### config.mk
export PLATFORM = sky130hd
export DESIGN_NAME = spi_slave_if
export DESIGN_NICKNAME = d
export VERILOG_FILES = /design/src/rtl/spi_slave_pkg.sv /design/src/rtl/spi_tx_serializer.sv /design/src/rtl/spi_slave_if.sv
export SDC_FILE = /design/constraint.sdc
export NUM_CORES = 1
export LEC_CHECK = 0
export ABC_AREA = 1
export BUFFER_PORTS_ARGS = -buffer_cell sky130_fd_sc_hd__buf_2
export CORE_AREA = 2 2 63 88
export DETAILED_ROUTE_END_ITERATION = 6
export DIE_AREA = 0 0 65 90
export SYNTH_ARGS = -nofsm -noshare
export SYNTH_HDL_FRONTEND = slang
export SYNTH_SLANG_ARGS = --single-unit
### constraint.sdc
create_clock -name clk -period 1.7 [get_ports clk]
set_input_delay 0.17 -clock clk [delete_from_list [all_inputs] [get_ports clk]]
set_output_delay 0.17 -clock clk [all_outputs]
set_load 0.005 [all_outputs]
### src/rtl/spi_slave_pkg.sv
// Shared types and constants for the SPI slave front end.
package spi_slave_pkg;

    localparam int SPI_FRAME_W = 10;
    localparam int SPI_DATA_W  = 8;

    typedef enum logic [2:0] {
        IDLE,
        CHK_CMD,
        WRITE,
        READ_ADD,
        READ_DATA
    } state_t;

    localparam logic [1:0] CMD_WR_ADDR = 2'b00;
    localparam logic [1:0] CMD_WR_DATA = 2'b01;
    localparam logic [1:0] CMD_RD_ADDR = 2'b10;
    localparam logic [1:0] CMD_RD_DATA = 2'b11;

endpackage

### src/rtl/spi_tx_serializer.sv
// Loads a read byte and shifts it out MSB first on miso, then returns miso to 0.
module spi_tx_serializer #(
    parameter int DATA_W = 8
) (
    input  logic              clk,
    input  logic              rst,
    input  logic              i_load,
    input  logic [DATA_W-1:0] i_data,
    input  logic              i_abort,
    output logic              o_miso,
    output logic              o_busy,
    output logic              o_done
);
    localparam int CNT_W = $clog2(DATA_W);
    localparam logic [CNT_W-1:0] LAST_CNT = CNT_W'(DATA_W - 1);

    // Bits still to be sent after the MSB that goes out on the load edge.
    logic [DATA_W-2:0] r_shift;
    logic [CNT_W-1:0]  r_cnt;
    logic              r_busy;
    logic              r_miso;
    logic              r_done;

    // Load / shift / abort sequencing; abort wins over an ongoing shift.
    always_ff @(posedge clk) begin
        if (rst) begin
            r_shift <= '0;
            r_cnt   <= '0;
            r_busy  <= 1'b0;
            r_miso  <= 1'b0;
            r_done  <= 1'b0;
        end else if (i_abort) begin
            r_cnt   <= '0;
            r_busy  <= 1'b0;
            r_miso  <= 1'b0;
            r_done  <= 1'b0;
        end else if (r_busy) begin
            if (r_cnt == LAST_CNT) begin
                r_miso <= 1'b0;
                r_busy <= 1'b0;
                r_done <= 1'b1;
            end else begin
                r_miso  <= r_shift[DATA_W-2];
                r_shift <= {r_shift[DATA_W-3:0], 1'b0};
                r_cnt   <= r_cnt + 1'b1;
                r_done  <= 1'b0;
            end
        end else if (i_load) begin
            r_miso  <= i_data[DATA_W-1];
            r_shift <= i_data[DATA_W-2:0];
            r_cnt   <= '0;
            r_busy  <= 1'b1;
            r_done  <= 1'b0;
        end else begin
            r_miso <= 1'b0;
            r_done <= 1'b0;
        end
    end

    assign o_miso = r_miso;
    assign o_busy = r_busy;
    assign o_done = r_done;

endmodule

### src/rtl/spi_slave_if.sv
// SPI slave front end: deserialises command frames for the RAM and
// serialises the RAM read byte back on miso.
module spi_slave_if
    import spi_slave_pkg::*;
#(
    parameter int FRAME_W = SPI_FRAME_W,
    parameter int DATA_W  = SPI_DATA_W
) (
    input  logic               clk,
    input  logic               rst,
    input  logic               ss_n,
    input  logic               mosi,
    output logic               miso,
    output logic [FRAME_W-1:0] rx_data,
    output logic               rx_valid,
    input  logic [DATA_W-1:0]  tx_data,
    input  logic               tx_valid
);
    localparam logic [3:0] LAST_BIT = 4'(FRAME_W - 2);

    state_t             r_state;
    state_t             w_next_state;
    logic [3:0]         r_bit_cnt;
    // Holds every frame bit received so far except the one on the final edge.
    logic [FRAME_W-2:0] r_shift;
    logic               r_frame_done;
    logic               r_rd_addr_done;
    logic               r_resp_done;

    logic w_in_frame;
    logic w_last_edge;
    logic w_load;
    logic w_tx_busy;
    logic w_tx_done;

    assign w_in_frame  = (r_state == WRITE) || (r_state == READ_ADD) || (r_state == READ_DATA);
    assign w_last_edge = w_in_frame && !ss_n && !r_frame_done && (r_bit_cnt == LAST_BIT);
    // One response per READ_DATA frame, only after the frame completed.
    assign w_load      = (r_state == READ_DATA) && !ss_n && r_frame_done && !r_resp_done
                         && !w_tx_busy && tx_valid;

    // State register.
    always_ff @(posedge clk) begin
        if (rst) begin
            r_state <= IDLE;
        end else begin
            r_state <= w_next_state;
        end
    end

    // Next-state: routing uses only the first frame bit and the read-address flag.
    always_comb begin
        w_next_state = r_state;
        case (r_state)
            IDLE: begin
                if (!ss_n) begin
                    w_next_state = CHK_CMD;
                end
            end
            CHK_CMD: begin
                if (ss_n) begin
                    w_next_state = IDLE;
                end else if (mosi != CMD_RD_ADDR[1]) begin
                    w_next_state = WRITE;
                end else if (r_rd_addr_done) begin
                    w_next_state = READ_DATA;
                end else begin
                    w_next_state = READ_ADD;
                end
            end
            default: begin
                if (ss_n) begin
                    w_next_state = IDLE;
                end
            end
        endcase
    end

    // Frame capture, rx strobe and read-address flag bookkeeping.
    always_ff @(posedge clk) begin
        if (rst) begin
            r_shift        <= '0;
            r_bit_cnt      <= '0;
            r_frame_done   <= 1'b0;
            r_rd_addr_done <= 1'b0;
            r_resp_done    <= 1'b0;
            rx_data        <= '0;
            rx_valid       <= 1'b0;
        end else begin
            rx_valid <= 1'b0;
            if ((r_state == CHK_CMD) && !ss_n) begin
                r_shift      <= {{(FRAME_W-2){1'b0}}, mosi};
                r_bit_cnt    <= '0;
                r_frame_done <= 1'b0;
                r_resp_done  <= 1'b0;
            end else if (w_in_frame && !ss_n && !r_frame_done) begin
                r_shift <= {r_shift[FRAME_W-3:0], mosi};
                if (w_last_edge) begin
                    rx_data      <= {r_shift, mosi};
                    rx_valid     <= 1'b1;
                    r_frame_done <= 1'b1;
                    if (r_state == READ_ADD) begin
                        r_rd_addr_done <= 1'b1;
                    end else if (r_state == READ_DATA) begin
                        r_rd_addr_done <= 1'b0;
                    end
                end else begin
                    r_bit_cnt <= r_bit_cnt + 4'd1;
                end
            end
            if (w_tx_done) begin
                r_resp_done <= 1'b1;
            end
        end
    end

    spi_tx_serializer #(
        .DATA_W (DATA_W)
    ) u_tx (
        .clk     (clk),
        .rst     (rst),
        .i_load  (w_load),
        .i_data  (tx_data),
        .i_abort (ss_n),
        .o_miso  (miso),
        .o_busy  (w_tx_busy),
        .o_done  (w_tx_done)
    );

endmodule

==> implementation parameters, run 1 <==
Parameter                              Value

Clock network
  CTS clock-pin slew for the worst setup and hold paths ... 0.08 ns
  Quantity of gates resized following cts ... 0
  Root buffer cell ... sky130_fd_sc_hd__clkbuf_8
  Cts bufs inserted ... 5
  Number of buffers inserted to repair setup after CTS ... 0
  TritonCTS sink count ... 43
  Clock insertion delay at the later pin of the skew report ... 0.29 ns
  CTS HTree Levels ... 2
  Hold bufs inserted after CTS ... 0
  CTS tree ... yes
  Buffers from clock root to sink, at most ... 2

Setup path
  Top fanout value on the critical path ... 15
  Critical path class ... flip-flop to flip-flop
  Flop-to-flop setup slack ... 0.21 ns
  Required time reported for the critical path endpoint ... 1.90 ns
  Arrival time worst endpoint ... 1.69 ns
  Kind of start point of the critical path ... flip-flop
  Critical Path Sink Type ... flip-flop

Pwr
  Seq pwr share ... 52.6%
  Switching Fraction ... 23.1%
  Overall Power ... 1.94 mW
  Power per Cell Area ... 888 nW/um2
  Cell internal pwr ... 1.49 mW
  VDD IR max ... 0.404 mV
  Standby leakage power ... 0.878 nW
  Switching pwr ... 448 uW
  Relative contribution of combinational cells to total power ... 6.4%
  Portion of total power attributed to the clock network ... 41.0%

Synth
  Share of the yosys chip area belonging to registers ... 44.9%
  Number of enable flip-flop cells after synthesis ... 0
  Top flip-flop cell by instance count after synthesis ... sky130_fd_sc_hd__dfxtp_1
  Total of flip-flops plus latches after synthesis ... 43
  Syn nets ... 257
  Most used standard cells in the synthesized netlist ... 61 x sky130_fd_sc_hd__nand2_1, 43 x sky130_fd_sc_hd__dfxtp_1, 34 x sky130_fd_sc_hd__a21oi_1
  Syn Area/Cell ... 7.98 um2
  Summed instance area of the synthesized netlist ... 1920 um2
  Synthesis warning total ... 0
  Leading post-synthesis cells by cell area ... sky130_fd_sc_hd__dfxtp_1 45%, sky130_fd_sc_hd__nand2_1 12%, sky130_fd_sc_hd__a21oi_1 8.9%
  Number of cells produced by synthesis ... 240
  Most frequent cell after synthesis ... sky130_fd_sc_hd__nand2_1
  Library cell with the largest summed area after synthesis ... sky130_fd_sc_hd__dfxtp_1
  Share of the synthesized area in the top cell type ... 44.9%
  Share of flip-flops with an asynchronous set or reset after synthesis ... 0%
  Unique masters post-synth ... 27

STA
  Setup repair after global routing missed its margin ... no
  Hold violation count in the final report ... 0
  Max Slew Vio Count ... 0
  Tightest hold margin ... 0.135 ns
  Maximum operating frequency ... 670 MHz
  Clock skew ... 0.00581 ns
  Worst Max-Slew Pin Slew ... 0.328 ns
  Fin Setup TNS ... 0 ns
  Fraction of the cycle the final worst path needs ... 87.8%
  Worst slew margin relative to its limit ... 78.1%
  Min Tclk post-route ... 1.49 ns
  Setup Viol. Count Final ... 0
  Worst setup slack after layout ... 0.207 ns

Die
  Vertical die dimension ... 90 um
  Core Footprint ... 5080 um2
  Starting Density ... 37.7%
  Core Rows ... 31
  X dimension of the die ... 65 um
  Number of primary I/O pins ... 25
  Die area ... 5850 um2

Global route
  Global-route usage over all layers ... 14.2%
  Largest net degree at the start of global routing ... 17
  Vias in the first global route ... 1558
  Global-route wire length before repair ... 6.68 mm
  Number of antenna violations at the first check in global routing ... 0
  Gr ovfl total ... 0

Drt
  Iteration-0 DRC count of the detailed router ... 65
  Ratio of routed vias to standard cells ... 4.78
  First-pass DRT Iterations ... 4
  Routed wire length ... 3.66 mm
  Total number of vias ... 1597
  DRC viols ... 0
  Routed WL per cell ... 10.9 um
  Post-route antenna net violation count ... 0

Final layout
  Layout net count ... 284
  Post-Route Utilization ... 43.0%
  Post-route non-filler standard cell count ... 334
  ANT cells ... 0
  Post-route design area ... 2180 um2
  Area overhead of the layout relative to synthesis ... 14.0%
  Layout cell share with drive strength beyond 1 ... 21.6%
  Fill cell count ... 550

Placed design
  Final RePlAce weighted congestion ... 0.743
  Number of port buffers ... 24
  Placed cell areas ... 2070 um2
  Pre-CTS setup slack ... 0.193 ns
  Post-DP HPWL ... 2.62 mm
  Cells after DPL ... 326

Hold path
  Hold/Removal Path Class ... input port to flip-flop

Run status
  Result of the run ... completed

Job
  Number of maximum-capacitance constraint violations ... 0
[power groups by stage]
stage                     registers, mW  clock network (mW)  logic, mW
after floorplan                    1.04                   0     0.0912
after global placement             1.04                   0      0.124
after detailed placement           1.04                   0      0.126
after CTS                          1.02               0.831      0.126
after global routing               1.02               0.869      0.141
final                              1.02               0.796      0.124
[cell usage in the layout (no fill, tap or decap)]
master / netlist / final
sky130_fd_sc_hd__nand3_2: 2 / 2
sky130_fd_sc_hd__nor2_4: 3 / 3
sky130_fd_sc_hd__nor3_1: 3 / 3
sky130_fd_sc_hd__xnor2_1: 1 / 1
sky130_fd_sc_hd__a21oi_1: 34 / 34
sky130_fd_sc_hd__clkinv_4: 0 / 1
sky130_fd_sc_hd__nand3b_1: 1 / 1
sky130_fd_sc_hd__clkinv_2: 0 / 1
sky130_fd_sc_hd__nand2_4: 3 / 3
sky130_fd_sc_hd__inv_2: 4 / 4
sky130_fd_sc_hd__buf_4: 4 / 6
sky130_fd_sc_hd__o21ai_0: 2 / 2
sky130_fd_sc_hd__nand4_1: 2 / 2
sky130_fd_sc_hd__clkinv_1: 1 / 1
sky130_fd_sc_hd__ha_1: 4 / 4
sky130_fd_sc_hd__nand2_1: 61 / 61
sky130_fd_sc_hd__xor2_1: 1 / 1
sky130_fd_sc_hd__o22ai_1: 1 / 1
sky130_fd_sc_hd__a21oi_2: 5 / 5
sky130_fd_sc_hd__inv_1: 11 / 11
sky130_fd_sc_hd__buf_2: 1 / 24
sky130_fd_sc_hd__nor2_1: 17 / 17
sky130_fd_sc_hd__nand2_2: 3 / 3
sky130_fd_sc_hd__mux2i_1: 6 / 6
sky130_fd_sc_hd__nand3_1: 22 / 22
sky130_fd_sc_hd__bufinv_16: 0 / 1
sky130_fd_sc_hd__clkbuf_8: 0 / 5
sky130_fd_sc_hd__dfxtp_1: 43 / 43
[worst max-delay path, cell delays in order (launching register included)]
cell,delay [ns]
sky130_fd_sc_hd__dfxtp_1,0.33
sky130_fd_sc_hd__ha_1,0.20
sky130_fd_sc_hd__ha_1,0.22
sky130_fd_sc_hd__nor2_4,0.17
sky130_fd_sc_hd__inv_2,0.08
sky130_fd_sc_hd__nand2_4,0.17
sky130_fd_sc_hd__nand3_1,0.10
sky130_fd_sc_hd__nand2_1,0.07
sky130_fd_sc_hd__nor2_1,0.04
[layer usage]
metal	global-route usage [%]	vias to the layer above	part of all wire (%)
li1	-	842	-
met1	16.4	721	46
met4	5.32	0	1.6
met5	0	-	0
met3	3.38	6	3.4
met2	24.7	28	49
[flip-flops by register name (all words and copies together), names as in the netlist]
name	count
u_tx.r_cnt	3
r_shift	9
rx_valid	1
u_tx.o_done	1
u_tx.o_miso	1
r_bit_cnt	4
r_state	3
r_frame_done	1
u_tx.o_busy	1
r_rd_addr_done	1
r_resp_done	1
rx_data	10
u_tx.r_shift	7
[kinds of logic after synthesis]
kind of cell / after synthesis / synth area share [%]
simple gates: 117 / 28.4
buf+inv: 26 / 7.97
xor+xnor: 2 / 0.915
flops: 43 / 44.9
mux: 6 / 3.14
fa+ha+maj: 4 / 2.61
compound gates: 42 / 12.0
[cell type report]
cell class                      count  area [um2]  share of cell area [%]
Inverter                           16        60.1                    2.75
Clock inverter                      3        43.8                    2.01
Sequential cell                    43         861                    39.4
Tap cell                           66        82.6                    3.78
Multi-Input combinational cell    171         902                    41.3
Timing Repair Buffer               30         165                    7.56
Clock buffer                        5        68.8                    3.15
[worst paths after layout]
check / cells after the start / end / startpoint
max: 8 / u_tx.r_shift[1] / u_tx.r_cnt[0]
min: 3 / u_tx.o_miso / tx_data[7]
max reg2reg: 8 / u_tx.r_shift[1] / u_tx.r_cnt[0]
min reg2reg: 2 / r_resp_done / u_tx.o_done
No activity file was read; power rests on OpenSTA's default activity.
==> run 2: changes to the inputs <==
Settings changed: CELL_PAD_IN_SITES_DETAIL_PLACEMENT set to 1, CELL_PAD_IN_SITES_GLOBAL_PLACEMENT set to 1, PLACE_DENSITY_LB_ADDON set to 0.1.
==> run 2 against run 1 <==
Effect of this change: setup slack improved by 0.0017 ns; cell count up 0.30%; non-clock buffer count rose by 1; register-to-register slack is essentially flat; power fell by 6.0%; largest cell class unchanged.
==> implementation parameters, run 2 (synthesis results as in run 1) <==
Parameter                              Value

STA
  Clock skew ... 0.00769 ns (was 0.00581 ns)
  Fraction of the cycle the final worst path needs ... 87.7% (was 87.8%)
  Setup repair after global routing missed its margin ... no (unchanged)
  Min Tclk post-route ... 1.49 ns (about the same)
  Worst Max-Slew Pin Slew ... 0.340 ns (was 0.328 ns)
  Fin Setup TNS ... 0 ns (unchanged)
  Hold violation count in the final report ... 0 (unchanged)
  Worst slew margin relative to its limit ... 77.3% (was 78.1%)
  Setup Viol. Count Final ... 0 (unchanged)
  Max Slew Vio Count ... 0 (unchanged)
  Maximum operating frequency ... 670 MHz (about the same)

Global route
  Vias in the first global route ... 1581 (was 1558)
  Largest net degree at the start of global routing ... 17 (unchanged)
  Gr ovfl total ... 0 (unchanged)
  Global-route wire length before repair ... 7.18 mm (was 6.68 mm)
  Global-route usage over all layers ... 15.4% (was 14.2%)
  Number of antenna violations at the first check in global routing ... 0 (unchanged)

Die
  Number of primary I/O pins ... 25 (unchanged)
  Core Footprint ... 5080 um2 (unchanged)
  Die area ... 5850 um2 (unchanged)
  Core Rows ... 31 (unchanged)
  Vertical die dimension ... 90 um (unchanged)
  X dimension of the die ... 65 um (unchanged)
  Starting Density ... 37.7% (unchanged)

Hold path
  Hold/Removal Path Class ... input port to flip-flop (unchanged)
  Startpoint of the worst hold path ... tx_data[7] (unchanged)

Pwr
  VDD IR max ... 0.464 mV (was 0.404 mV)
  Standby leakage power ... 0.870 nW (was 0.878 nW)
  Power per Cell Area ... 840 nW/um2 (was 888 nW/um2)

Job
  Number of maximum-capacitance constraint violations ... 0 (unchanged)

Final layout
  Leading cell types in the layout, fill and taps excluded ... 61 x sky130_fd_sc_hd__nand2_1, 43 x sky130_fd_sc_hd__dfxtp_1, 34 x sky130_fd_sc_hd__a21oi_1, 24 x sky130_fd_sc_hd__buf_2, 22 x sky130_fd_sc_hd__nand3_1 (unchanged)
  Area overhead of the layout relative to synthesis ... 13.4% (was 14.0%)
  Post-route design area ... 2170 um2 (was 2180 um2)
  Layout cell share with drive strength beyond 1 ... 21.9% (was 21.6%)
  Layout net count ... 285 (was 284)
  ANT cells ... 0 (unchanged)
  Register containing the most flip-flops in the final layout ... rx_data (unchanged)
  Most frequent standard cell in the layout excluding fill and tap cells ... sky130_fd_sc_hd__nand2_1 (unchanged)
  Largest regs ... rx_data x10, r_shift x9, u_tx.r_shift x7 (unchanged)
  Post-Route Utilization ... 42.7% (was 43.0%)
  Max FFs per register ... 10 (unchanged)

Setup path
  FF-to-FF Start ... u_tx.r_cnt[0] (unchanged)
  Critical path class ... flip-flop to flip-flop (unchanged)
  Critical Path Sink Type ... flip-flop (unchanged)
  Kind of start point of the critical path ... flip-flop (unchanged)
  Worst setup path start ... u_tx.r_cnt[0] (unchanged)
  Arrival time worst endpoint ... 1.68 ns (was 1.69 ns)
  Required time reported for the critical path endpoint ... 1.89 ns (was 1.90 ns)
  Top fanout value on the critical path ... 15 (unchanged)

Drt
  Total number of vias ... 1620 (was 1597)
  First-pass DRT Iterations ... 4 (unchanged)
  Iteration-0 DRC count of the detailed router ... 52 (was 65)
  Routed WL per cell ... 12.0 um (was 10.9 um)
  Ratio of routed vias to standard cells ... 4.84 (was 4.78)
  Routed wire length ... 4.02 mm (was 3.66 mm)
  DRC viols ... 0 (unchanged)
  Post-route antenna net violation count ... 0 (unchanged)

Clock network
  Buffers from clock root to sink, at most ... 2 (unchanged)
  CTS tree ... yes (unchanged)
  Hold bufs inserted after CTS ... 0 (unchanged)
  CTS HTree Levels ... 2 (unchanged)
  Root buffer cell ... sky130_fd_sc_hd__clkbuf_8 (unchanged)
  CTS clock-pin slew for the worst setup and hold paths ... 0.08 ns (about the same)
  TritonCTS sink count ... 43 (unchanged)
  Quantity of gates resized following cts ... 0 (unchanged)
  Number of buffers inserted to repair setup after CTS ... 0 (unchanged)
  Cts bufs inserted ... 5 (unchanged)
  Clock insertion delay at the later pin of the skew report ... 0.30 ns (was 0.29 ns)

Placed design
  Placed cell areas ... 2080 um2 (was 2070 um2)
  Post-DP HPWL ... 2.90 mm (was 2.62 mm)
  Final RePlAce weighted congestion ... 0.726 (was 0.743)
  Number of port buffers ... 24 (unchanged)

Run status
  Result of the run ... completed (unchanged)
[run 2: cell types whose count changed in the layout (fill, tap and decap cells not counted)]
cell,change
sky130_fd_sc_hd__buf_4,+1
sky130_fd_sc_hd__bufinv_16,-1
sky130_fd_sc_hd__clkinv_2,-1
sky130_fd_sc_hd__clkinv_4,+1
sky130_fd_sc_hd__clkinvlp_4,+1
[run 2: critical path, cell delays in order, from the launching register on]
cell	delay (ns)
sky130_fd_sc_hd__dfxtp_1	0.33
sky130_fd_sc_hd__ha_1	0.20
sky130_fd_sc_hd__ha_1	0.22
sky130_fd_sc_hd__nor2_4	0.17
sky130_fd_sc_hd__inv_2	0.08
sky130_fd_sc_hd__nand2_4	0.18
sky130_fd_sc_hd__nand3_1	0.10
sky130_fd_sc_hd__nand2_1	0.07
sky130_fd_sc_hd__nor2_1	0.03
[run 2: layer usage]
layer	vias to the layer above	share of wire, %	global-route usage (%)	routed length [um]
li1	838	-	-	-
met1	760	46	18.2	1860
met2	20	50	26.7	2030
met3	2	2.4	3.38	96
met4	0	0.89	5.32	36
met5	-	0	0	0
[run 2: power breakdown]
part           leakage, nW  internal [mW]  switching (mW)  total (mW)
Clock               0.0443          0.294           0.383       0.677
Sequential           0.347           1.01         0.00586        1.02
Combinational        0.479         0.0424          0.0845       0.127
[run 2: area by class of cell]
class	count	area, um2
Fill cell	672	2910
Multi-Input combinational cell	171	902
Sequential cell	43	861
Timing Repair Buffer	31	173
Tap cell	66	82.6
Clock buffer	5	68.8
Inverter	16	60.1
Clock inverter	3	25.0
[run 2: final timing paths]
path         slack (ns)              end  cells past startpoint
max                0.21  u_tx.r_shift[6]                      8
min                0.14      u_tx.o_miso                      3
max reg2reg        0.21  u_tx.r_shift[6]                      8
min reg2reg        0.44      r_resp_done                      2
[run 2: per-stage QoR]
step | hold slack, ns | total power, mW | std cells | setup slack [ns]
floorplan | 0.313 | 1.13 | 240 | 0.301
global placement | 0.429 | 1.17 | 327 | 0.192
finish | 0.139 | 1.82 | 335 | 0.208
global route | 0.161 | 1.91 | 335 | 0.0268
CTS | 0.133 | 1.86 | 335 | 0.181
detailed placement | 0.440 | 1.17 | 327 | 0.196
